### config.mk
export PLATFORM = sky130hd
export DESIGN_NAME = pong_game_ctrl
export DESIGN_NICKNAME = d
export VERILOG_FILES = /design/src/rtl/pong_pkg.sv /design/src/rtl/pong_hit_detect.sv /design/src/rtl/pong_game_ctrl.sv
export SDC_FILE = /design/constraint.sdc
export NUM_CORES = 1
export LEC_CHECK = 0
export CORE_MARGIN = 2
export CORE_UTILIZATION = 29
export CTS_BUF_LIST = sky130_fd_sc_hd__clkbuf_8
export CTS_CLUSTER_SIZE = 12
export DETAILED_ROUTE_END_ITERATION = 10
export SKIP_LAST_GASP = 1
export SYNTH_ARGS = -nofsm -noshare
export SYNTH_HDL_FRONTEND = slang
export SYNTH_SLANG_ARGS = --single-unit
### constraint.sdc
create_clock -name clk -period 3.4 [get_ports clk]
set_input_delay 0.51 -clock clk [delete_from_list [all_inputs] [get_ports clk]]
set_output_delay 0.51 -clock clk [all_outputs]
set_load 0.03 [all_outputs]
### src/rtl/pong_pkg.sv
// Shared pong definitions: FSM state encoding, winner codes and screen geometry.
package pong_pkg;

  typedef enum logic [2:0] {
    ST_IDLE     = 3'd0,
    ST_SERVE    = 3'd1,
    ST_PLAY     = 3'd2,
    ST_POINT    = 3'd3,
    ST_GAMEOVER = 3'd4
  } state_e;

  localparam logic [1:0] WIN_NONE  = 2'b00;
  localparam logic [1:0] WIN_LEFT  = 2'b01;
  localparam logic [1:0] WIN_RIGHT = 2'b10;

  localparam int COLS = 16;
  localparam int ROWS = 16;
  localparam logic [3:0] COL_LEFT  = 4'd0;
  localparam logic [3:0] COL_RIGHT = 4'd15;

endpackage

### src/rtl/pong_hit_detect.sv
// Paddle hit/miss qualification for one side of the screen.
module pong_hit_detect
  import pong_pkg::*;
#(
  parameter logic [3:0] EDGE_COL = COL_LEFT,
  parameter int         PADDLE_H = 4
) (
  input  logic       active,
  input  logic [3:0] ball_x,
  input  logic [3:0] ball_y,
  input  logic [3:0] pad_top,
  output logic       hit,
  output logic       miss
);

  logic [4:0] pad_bot;
  logic       in_pad;
  logic       at_edge;

  // Paddle span uses a 5-bit bottom row so a paddle near row 15 never wraps to the top.
  always_comb begin
    pad_bot = {1'b0, pad_top} + 5'(PADDLE_H - 1);
    in_pad  = ({1'b0, ball_y} >= {1'b0, pad_top}) && ({1'b0, ball_y} <= pad_bot);
    at_edge = active && (ball_x == EDGE_COL);
    hit     = at_edge && in_pad;
    miss    = at_edge && !in_pad;
  end

endmodule

### src/rtl/pong_game_ctrl.sv
// Pong game sequencer: serve hold, paddle bounce/miss, scoring and game over.
module pong_game_ctrl
  import pong_pkg::*;
#(
  parameter int PADDLE_H    = 4,
  parameter int WIN_SCORE   = 9,
  parameter int SERVE_TICKS = 500,
  parameter int POINT_TICKS = 1000,
  parameter int SPEED_INIT  = 8,
  parameter int SPEED_MAX   = 15
) (
  input  logic       clk,
  input  logic       reset,
  input  logic       tick,
  input  logic       start,
  input  logic [3:0] ball_x,
  input  logic [3:0] ball_y,
  input  logic [3:0] pad_l,
  input  logic [3:0] pad_r,
  output logic       ball_hold,
  output logic [4:0] speed,
  output logic       bounce,
  output logic [3:0] score_l,
  output logic [3:0] score_r,
  output logic [1:0] winner,
  output logic [2:0] state
);

  localparam int CNT_W = $clog2((SERVE_TICKS > POINT_TICKS) ? SERVE_TICKS : POINT_TICKS);
  localparam logic [CNT_W-1:0] SERVE_LAST = CNT_W'(SERVE_TICKS - 1);
  localparam logic [CNT_W-1:0] POINT_LAST = CNT_W'(POINT_TICKS - 1);
  localparam logic [4:0] SPD_INIT = 5'(SPEED_INIT);
  localparam logic [4:0] SPD_MAX  = 5'(SPEED_MAX);
  localparam logic [3:0] WIN_S    = 4'(WIN_SCORE);

  state_e           state_q, state_d;
  logic [CNT_W-1:0] cnt_q, cnt_d;
  logic [4:0]       speed_q, speed_d;
  logic             serve_neg_q, serve_neg_d;
  logic             bounce_q, bounce_d;
  logic             hold_q, hold_d;
  logic [3:0]       score_l_q, score_l_d;
  logic [3:0]       score_r_q, score_r_d;
  logic [1:0]       winner_q, winner_d;
  logic             start_prev_q;

  logic       play_tick;
  logic       hit_l, miss_l, hit_r, miss_r;
  logic [4:0] mag, mag_inc;

  assign play_tick = tick && (state_q == ST_PLAY);

  // Speed is never zero, so the sign bit alone gives the direction of travel.
  pong_hit_detect #(.EDGE_COL(COL_LEFT), .PADDLE_H(PADDLE_H)) u_hit_l (
    .active (play_tick && speed_q[4]),
    .ball_x (ball_x),
    .ball_y (ball_y),
    .pad_top(pad_l),
    .hit    (hit_l),
    .miss   (miss_l)
  );

  pong_hit_detect #(.EDGE_COL(COL_RIGHT), .PADDLE_H(PADDLE_H)) u_hit_r (
    .active (play_tick && !speed_q[4]),
    .ball_x (ball_x),
    .ball_y (ball_y),
    .pad_top(pad_r),
    .hit    (hit_r),
    .miss   (miss_r)
  );

  // Next-state and next-output computation for the game sequence.
  always_comb begin
    state_d     = state_q;
    cnt_d       = cnt_q;
    speed_d     = speed_q;
    serve_neg_d = serve_neg_q;
    bounce_d    = 1'b0;
    score_l_d   = score_l_q;
    score_r_d   = score_r_q;
    winner_d    = winner_q;
    mag         = speed_q[4] ? (5'd0 - speed_q) : speed_q;
    mag_inc     = (mag >= SPD_MAX) ? SPD_MAX : (mag + 5'd1);

    unique case (state_q)
      ST_IDLE, ST_GAMEOVER: begin
        // IDLE accepts a start level; GAMEOVER needs a fresh rising edge.
        if (start && ((state_q == ST_IDLE) || !start_prev_q)) begin
          state_d     = ST_SERVE;
          cnt_d       = '0;
          score_l_d   = '0;
          score_r_d   = '0;
          winner_d    = WIN_NONE;
          serve_neg_d = 1'b0;
          speed_d     = SPD_INIT;
        end
      end
      ST_SERVE: begin
        if (tick) begin
          if (cnt_q == SERVE_LAST) begin
            state_d = ST_PLAY;
            cnt_d   = '0;
            speed_d = serve_neg_q ? (5'd0 - SPD_INIT) : SPD_INIT;
          end else begin
            cnt_d = cnt_q + 1'b1;
          end
        end
      end
      ST_PLAY: begin
        if (hit_l) begin
          bounce_d = 1'b1;
          speed_d  = mag_inc;
        end else if (miss_l) begin
          score_r_d   = (score_r_q < WIN_S) ? (score_r_q + 4'd1) : score_r_q;
          serve_neg_d = 1'b1;
          speed_d     = 5'd0 - SPD_INIT;
          state_d     = ST_POINT;
          cnt_d       = '0;
        end else if (hit_r) begin
          bounce_d = 1'b1;
          speed_d  = 5'd0 - mag_inc;
        end else if (miss_r) begin
          score_l_d   = (score_l_q < WIN_S) ? (score_l_q + 4'd1) : score_l_q;
          serve_neg_d = 1'b0;
          speed_d     = SPD_INIT;
          state_d     = ST_POINT;
          cnt_d       = '0;
        end
      end
      ST_POINT: begin
        if ((score_l_q == WIN_S) || (score_r_q == WIN_S)) begin
          state_d  = ST_GAMEOVER;
          winner_d = (score_l_q == WIN_S) ? WIN_LEFT : WIN_RIGHT;
        end else if (tick) begin
          if (cnt_q == POINT_LAST) begin
            state_d = ST_SERVE;
            cnt_d   = '0;
          end else begin
            cnt_d = cnt_q + 1'b1;
          end
        end
      end
      default: state_d = ST_IDLE;
    endcase

    hold_d = (state_d != ST_PLAY);
  end

  // State and output registers with synchronous active-low reset.
  always_ff @(posedge clk) begin
    if (!reset) begin
      state_q      <= ST_IDLE;
      cnt_q        <= '0;
      speed_q      <= SPD_INIT;
      serve_neg_q  <= 1'b0;
      bounce_q     <= 1'b0;
      hold_q       <= 1'b1;
      score_l_q    <= '0;
      score_r_q    <= '0;
      winner_q     <= WIN_NONE;
      start_prev_q <= 1'b0;
    end else begin
      state_q      <= state_d;
      cnt_q        <= cnt_d;
      speed_q      <= speed_d;
      serve_neg_q  <= serve_neg_d;
      bounce_q     <= bounce_d;
      hold_q       <= hold_d;
      score_l_q    <= score_l_d;
      score_r_q    <= score_r_d;
      winner_q     <= winner_d;
      start_prev_q <= start;
    end
  end

  assign ball_hold = hold_q;
  assign speed     = speed_q;
  assign bounce    = bounce_q;
  assign score_l   = score_l_q;
  assign score_r   = score_r_q;
  assign winner    = winner_q;
  assign state     = state_q;

endmodule

# Yosys cells after proc, flatten, opt, wreduce, memory -nomap -nowiden
# Index checks and enable logic that the tools add are counted.
# totals
register_bits	32
input_bits	20
# op_classes
addsub	8
n_lt_le_gt_ge	7
n_eq_ne	26
n_mux	57
reduce_logical	32
# op_table
operator	count
10-bit 2-to-1 mux	10
5-bit 2-to-1 mux	10
10-bit one-hot mux with 4 select lines	1
4-bit 2-to-1 mux	9
3-bit 2-to-1 mux	10
2-bit inequality test (second input constant)	11
4-bit one-hot mux with 2 select lines	2
5-bit one-hot mux with 3 select lines	1
5-bit AND reduction	3
4-bit equality test (second input constant)	3
1-bit logical AND	12
3-bit one-hot mux with 4 select lines	1
10-bit by 1-bit adder with 10-bit output (second input constant)	1
4-bit by 2-bit adder with 5-bit output (second input constant)	2
10-bit equality test (second input constant)	1
10-bit by 9-bit equality test with 1-bit output (second input constant)	1
4-bit by 5-bit <= comparator with 1-bit output	2
1-bit by 5-bit subtractor with 5-bit output (first input constant)	2
4-bit by 1-bit adder with 4-bit output (second input constant)	2
4-bit greater-or-equal comparator	2
4-bit less-than comparator (second input constant)	2
1-bit 2-to-1 mux	8
8-bit AND reduction	1
7-bit AND reduction	1
22 further kinds	32

# Depth between registers and ports, before layout
# depth
depth_word	11
depth_mapped	16

# Hierarchy
# From an unflattened synthesis, not the netlist that was laid out.
# hier_totals
hier_cells	311
hier_area_um2	2498.6
# modules_own_cells
module	n_inst	cells_each	area_each_um2	seq_area_each_um2
pong_game_ctrl	1	247	1988.2	640.6
pong_hit_detect at u_hit_r	1	32	265.3	0.0
pong_hit_detect at u_hit_l	1	32	245.2	0.0

# Worst setup path before layout
# No wires, ideal clock.
# synth_path
path_kind	reg2reg
start	register speed_q[0], in the netlist speed[0]
end	register speed_q[4], in the netlist speed[4]
t_arrival_ns	2.867
setup_slack_ns	0.395
stages_incl_launch_ff	17
period_less_slack_ns	3.005
path_cell_list	dfxtp_1 -> inv_1 -> ha_1 -> nand2_1 -> o21ai_0 -> ha_1 -> nand2_1 -> nor2_1 -> ha_1 -> nor2_1 -> o21ai_1 -> nor2_1 -> ha_1 -> nand3_1 -> mux2_2 -> o211ai_1 -> a41oi_1
# synth_via
elab_chain_cells	9
word_cells_on_any_way	10
# synth_rtl
element	line_no	rtl
start, declared	pong_game_ctrl.sv:38	logic [4:0] speed_q, speed_d;
start signal, assigned	pong_game_ctrl.sv:165	speed_q <= speed_d;
1-bit by 5-bit subtractor with 5-bit output	pong_game_ctrl.sv:82	mag = speed_q[4] ? (5'd0 - speed_q) : speed_q;
5-bit 2-to-1 mux *	pong_game_ctrl.sv:82	
5-bit by 1-bit adder with 5-bit output or 5-bit by 4-bit greater-or-equal comparator with 1-bit output (tied branches)	pong_game_ctrl.sv:83	mag_inc = (mag >= SPD_MAX) ? SPD_MAX : (mag + 5'd1);
5-bit 2-to-1 mux *	pong_game_ctrl.sv:83	
1-bit by 5-bit subtractor with 5-bit output	pong_game_ctrl.sv:121	speed_d = 5'd0 - mag_inc;
5-bit 2-to-1 mux	pong_game_ctrl.sv:119	end else if (hit_r) begin
5-bit 2-to-1 mux	pong_game_ctrl.sv:113	end else if (miss_l) begin
5-bit 2-to-1 mux *	pong_game_ctrl.sv:110	if (hit_l) begin
5-bit one-hot mux with 3 select lines *	pong_game_ctrl.sv:85	unique case (state_q)
# Every way passes the cells marked *; elsewhere a longest branch is shown, timed or not.
# A chain may end at the register's enable or synchronous reset.

# Worst setup path in the final report
# Ends and elaborated chain as after synthesis.

==> impl_metrics.ini <==
[run_status]
status = complete, no violations

[placement]
portBuffers = 39
dp_hpwl_mm = 5.130
gp_congestion = 0.8641

[critical_path]
crit_end = speed[4]
path_class = reg -> reg
cpMostUsedCell = ha_1
reg2reg_setup_slack_ps = 360
reg2reg_from = speed[0]
crit_path_end_kind = register
worstPathArrival_ps = 3180
worstSetupStartpointType = register
worstReg2RegEnd = speed[4]
worstPathRequired_ps = 3550
crit_fanout = 8
cpMaxStageDelayCell = nor4bb_1
cp-startpoint = speed[0]
crit_chain = inv_1, ha_1, nor4bb_1, inv_1, ha_1, nor2_1, o21ai_2, nor2_1, ha_1, nand3_1, mux2_2, o211ai_1, a41oi_1
reg2regPathDepth = 13
slowest_delay_ps = 520

[flow_run]
max_cap_viol_count = 0

[final_layout]
seqCellArea_um2 = 641.9
utilization = 0.3653
final_net_count = 405
num_antenna_cells = 0
fillerInstances = 918
drive_gt1_frac = 0.07283
multi_input_area_mm2 = 0.001780
synthToLayoutAreaGrowth_pct = 22.83

[synthesis]
yosysSeqAreaShare = 0.2482
ys_ff_latch = 32
synth_ff_type = dfxtp_1
synthTopCellsByArea = dfxtp_1, ha_1, inv_1
synth_top_area_frac = 0.2482
avgSynthCellArea_um2 = 8.117
syn_area_mm2 = 0.002581
synth_cell_types = 56
synthArstFlopShare = 0
syn_nets = 367
synth_edf_count = 0
ys_top_cells_by_count = dfxtp_1, ha_1, inv_1
postSynthCellCount = 318
yosysMostFrequentCell = dfxtp_1
yosysWarnings = 0
yosys.area.top_type = dfxtp_1

[detailed_routing]
drt-total-wl_mm = 6.641
post-route-drc-count = 0
vias = 2453
drt_first_pass_iters = 4
wl_per_cell_um = 14.28
dr.first_iter.drc_count = 135
vias_per_cell = 5.275
antenna_left = 0

[sta]
finalClockSkew_ps = 9.826
final_max_slew_viol_count = 0
rsz0062_at_grt = no
timing.fmax_mhz = 329.1
period_needed_ps = 3039
tightest_slew_ps = 756.7
setup_tns_ps = 0
min_period_over_period = 0.8938
max_slew_margin = 0.4900
hold_viol = 0
setup_viol = 0

[floorplan]
row_count = 34
coreArea_mm2 = 0.008678
start_util = 0.2974
die_h_um = 98.35
die_w_um = 98.35
ios = 40
die_area_mm2 = 0.009672

[worst_hold_path]
holdCritPathClass = reg -> reg

[clock_network]
cts_sinks = 32
htree_levels = 2
cts_root_buf = clkbuf_8
cts_setup_buffers = 0
worstSkewPairLatency_ps = 290
cts_resized = 0
path_clk_slew_ps = 80
cts_tree = yes
cts_buffers = 5
cts.hold.buffers_added = 0
clockBufferDepth = 2

[global_routing]
grt-ovfl-total = 0
grt_max_degree = 22
grt_pass1_vias = 2437
grt_pass1_wl_mm = 11.43
antenna_found_initial = 0
grt_usage = 0.1407

[power]
irDropWorstVdd_mv = 0.1393
p_comb_frac = 0.192
power.share.clock = 0.354
share_seq_of_total_power = 0.454
p_leak_uw = 0.001222
switching_share = 0.2978
p_int_uw = 590.6
p_sw_uw = 250.4
power_density_mw_per_mm2 = 265.3
metrics by stage:
step	total power, uW	hold WS, ps	cells	setup slack, ps	instance area, um^2
after floorplan	495.1	421.1	318	395.0	2581
after global placement	548.1	441.7	457	267.3	3078
after detailed placement	552.3	440.4	457	140.9	3078
after CTS	855.4	451.0	465	205.3	3166
after global routing	889.4	511.6	465	56.22	3171
final	841.0	455.2	465	361.2	3171
layer usage:
layer  vias up  global-route usage  share of wire
li1       1261                   -              -
met1      1132              0.1930           0.50
met2        52              0.2229           0.45
met3         8             0.03006          0.042
met4         0             0.04110          0.011
met5         -                   0              0
kinds of logic (layout without fill, tap and decap cells):
logic type / Yosys count / after routing / share of synthesized area
AO/OA/AOI/OAI: 90 / 90 / 0.2443
multiplexers: 5 / 5 / 0.02036
flip-flops: 32 / 32 / 0.2482
buffers and inverters: 40 / 79 / 0.06350
adder cells (fa/ha/maj): 29 / 29 / 0.1406
XOR/XNOR: 13 / 13 / 0.04411
AND/OR/NAND/NOR: 109 / 109 / 0.2390
placed cells by master (no fill, tap or decap), types with 5 or more instances in the layout:
cell type	synthesis	routed
clkdlybuf4s50_1	0	39
dfxtp_1	32	31
ha_1	29	29
inv_1	27	27
nand2_1	24	24
nor2_1	23	23
a21oi_1	14	14
o31ai_1	13	13
nand3_1	12	12
o21ai_1	11	10
o21ai_0	9	9
and3_1	8	8
o311ai_1	8	8
xnor2_1	7	7
nor2b_1	7	7
xor2_1	6	6
nand4_1	5	5
o211ai_1	5	5
o21a_1	5	5
nor4_1	5	5
nand3b_1	5	5
clkbuf_8	0	5
area by class of cell:
| class | count | share of cell area |
|---|---|---|
| Clock buffer | 5 | 0.02170 |
| Clock inverter | 3 | 0.005919 |
| Inverter | 28 | 0.03315 |
| Multi-Input combinational cell | 246 | 0.5616 |
| Sequential cell | 32 | 0.2024 |
| Tap cell | 108 | 0.04262 |
| Timing Repair Buffer | 43 | 0.1326 |
flip-flops by register name, indices dropped and copies added, names as in the netlist:
signal,count
ball_hold,1
bounce,1
cnt_q,10
score_l,4
score_r,4
serve_neg_q,1
speed,5
start_prev_q,1
state,3
winner,2
worst max-delay path, delay by kind of cell, from the launching register on:
kind | cells | cell delay (ps)
and+or+nand+nor | 4 | 900
adders and majority gates | 3 | 660
AOI/OAI and AO/OA | 3 | 470
DFF | 1 | 360
muxes | 1 | 260
buffers and inverters | 2 | 220
worst min-delay path by stage:
| stage | from | endpoint | cells after the start |
|---|---|---|---|
| after detailed placement | serve_neg_q | serve_neg_q | 2 |
| after global routing | winner[1] | winner[1] | 2 |
| after floorplan | serve_neg_q | serve_neg_q | 2 |
| after global placement | serve_neg_q | serve_neg_q | 2 |
| after CTS | serve_neg_q | serve_neg_q | 2 |
| final | serve_neg_q | serve_neg_q | 2 |
power groups by stage:
stage | Clock [uW] | Sequential (uW) | Combinational [uW]
6_report | 298 | 381 | 162
5_1_grt | 325 | 382 | 182
4_1_cts | 311 | 381 | 163
3_5_place_dp | 0 | 390 | 162
3_3_place_gp | 0 | 390 | 158
2_1_floorplan | 0 | 390 | 105
(Power assumes the default switching activity.)
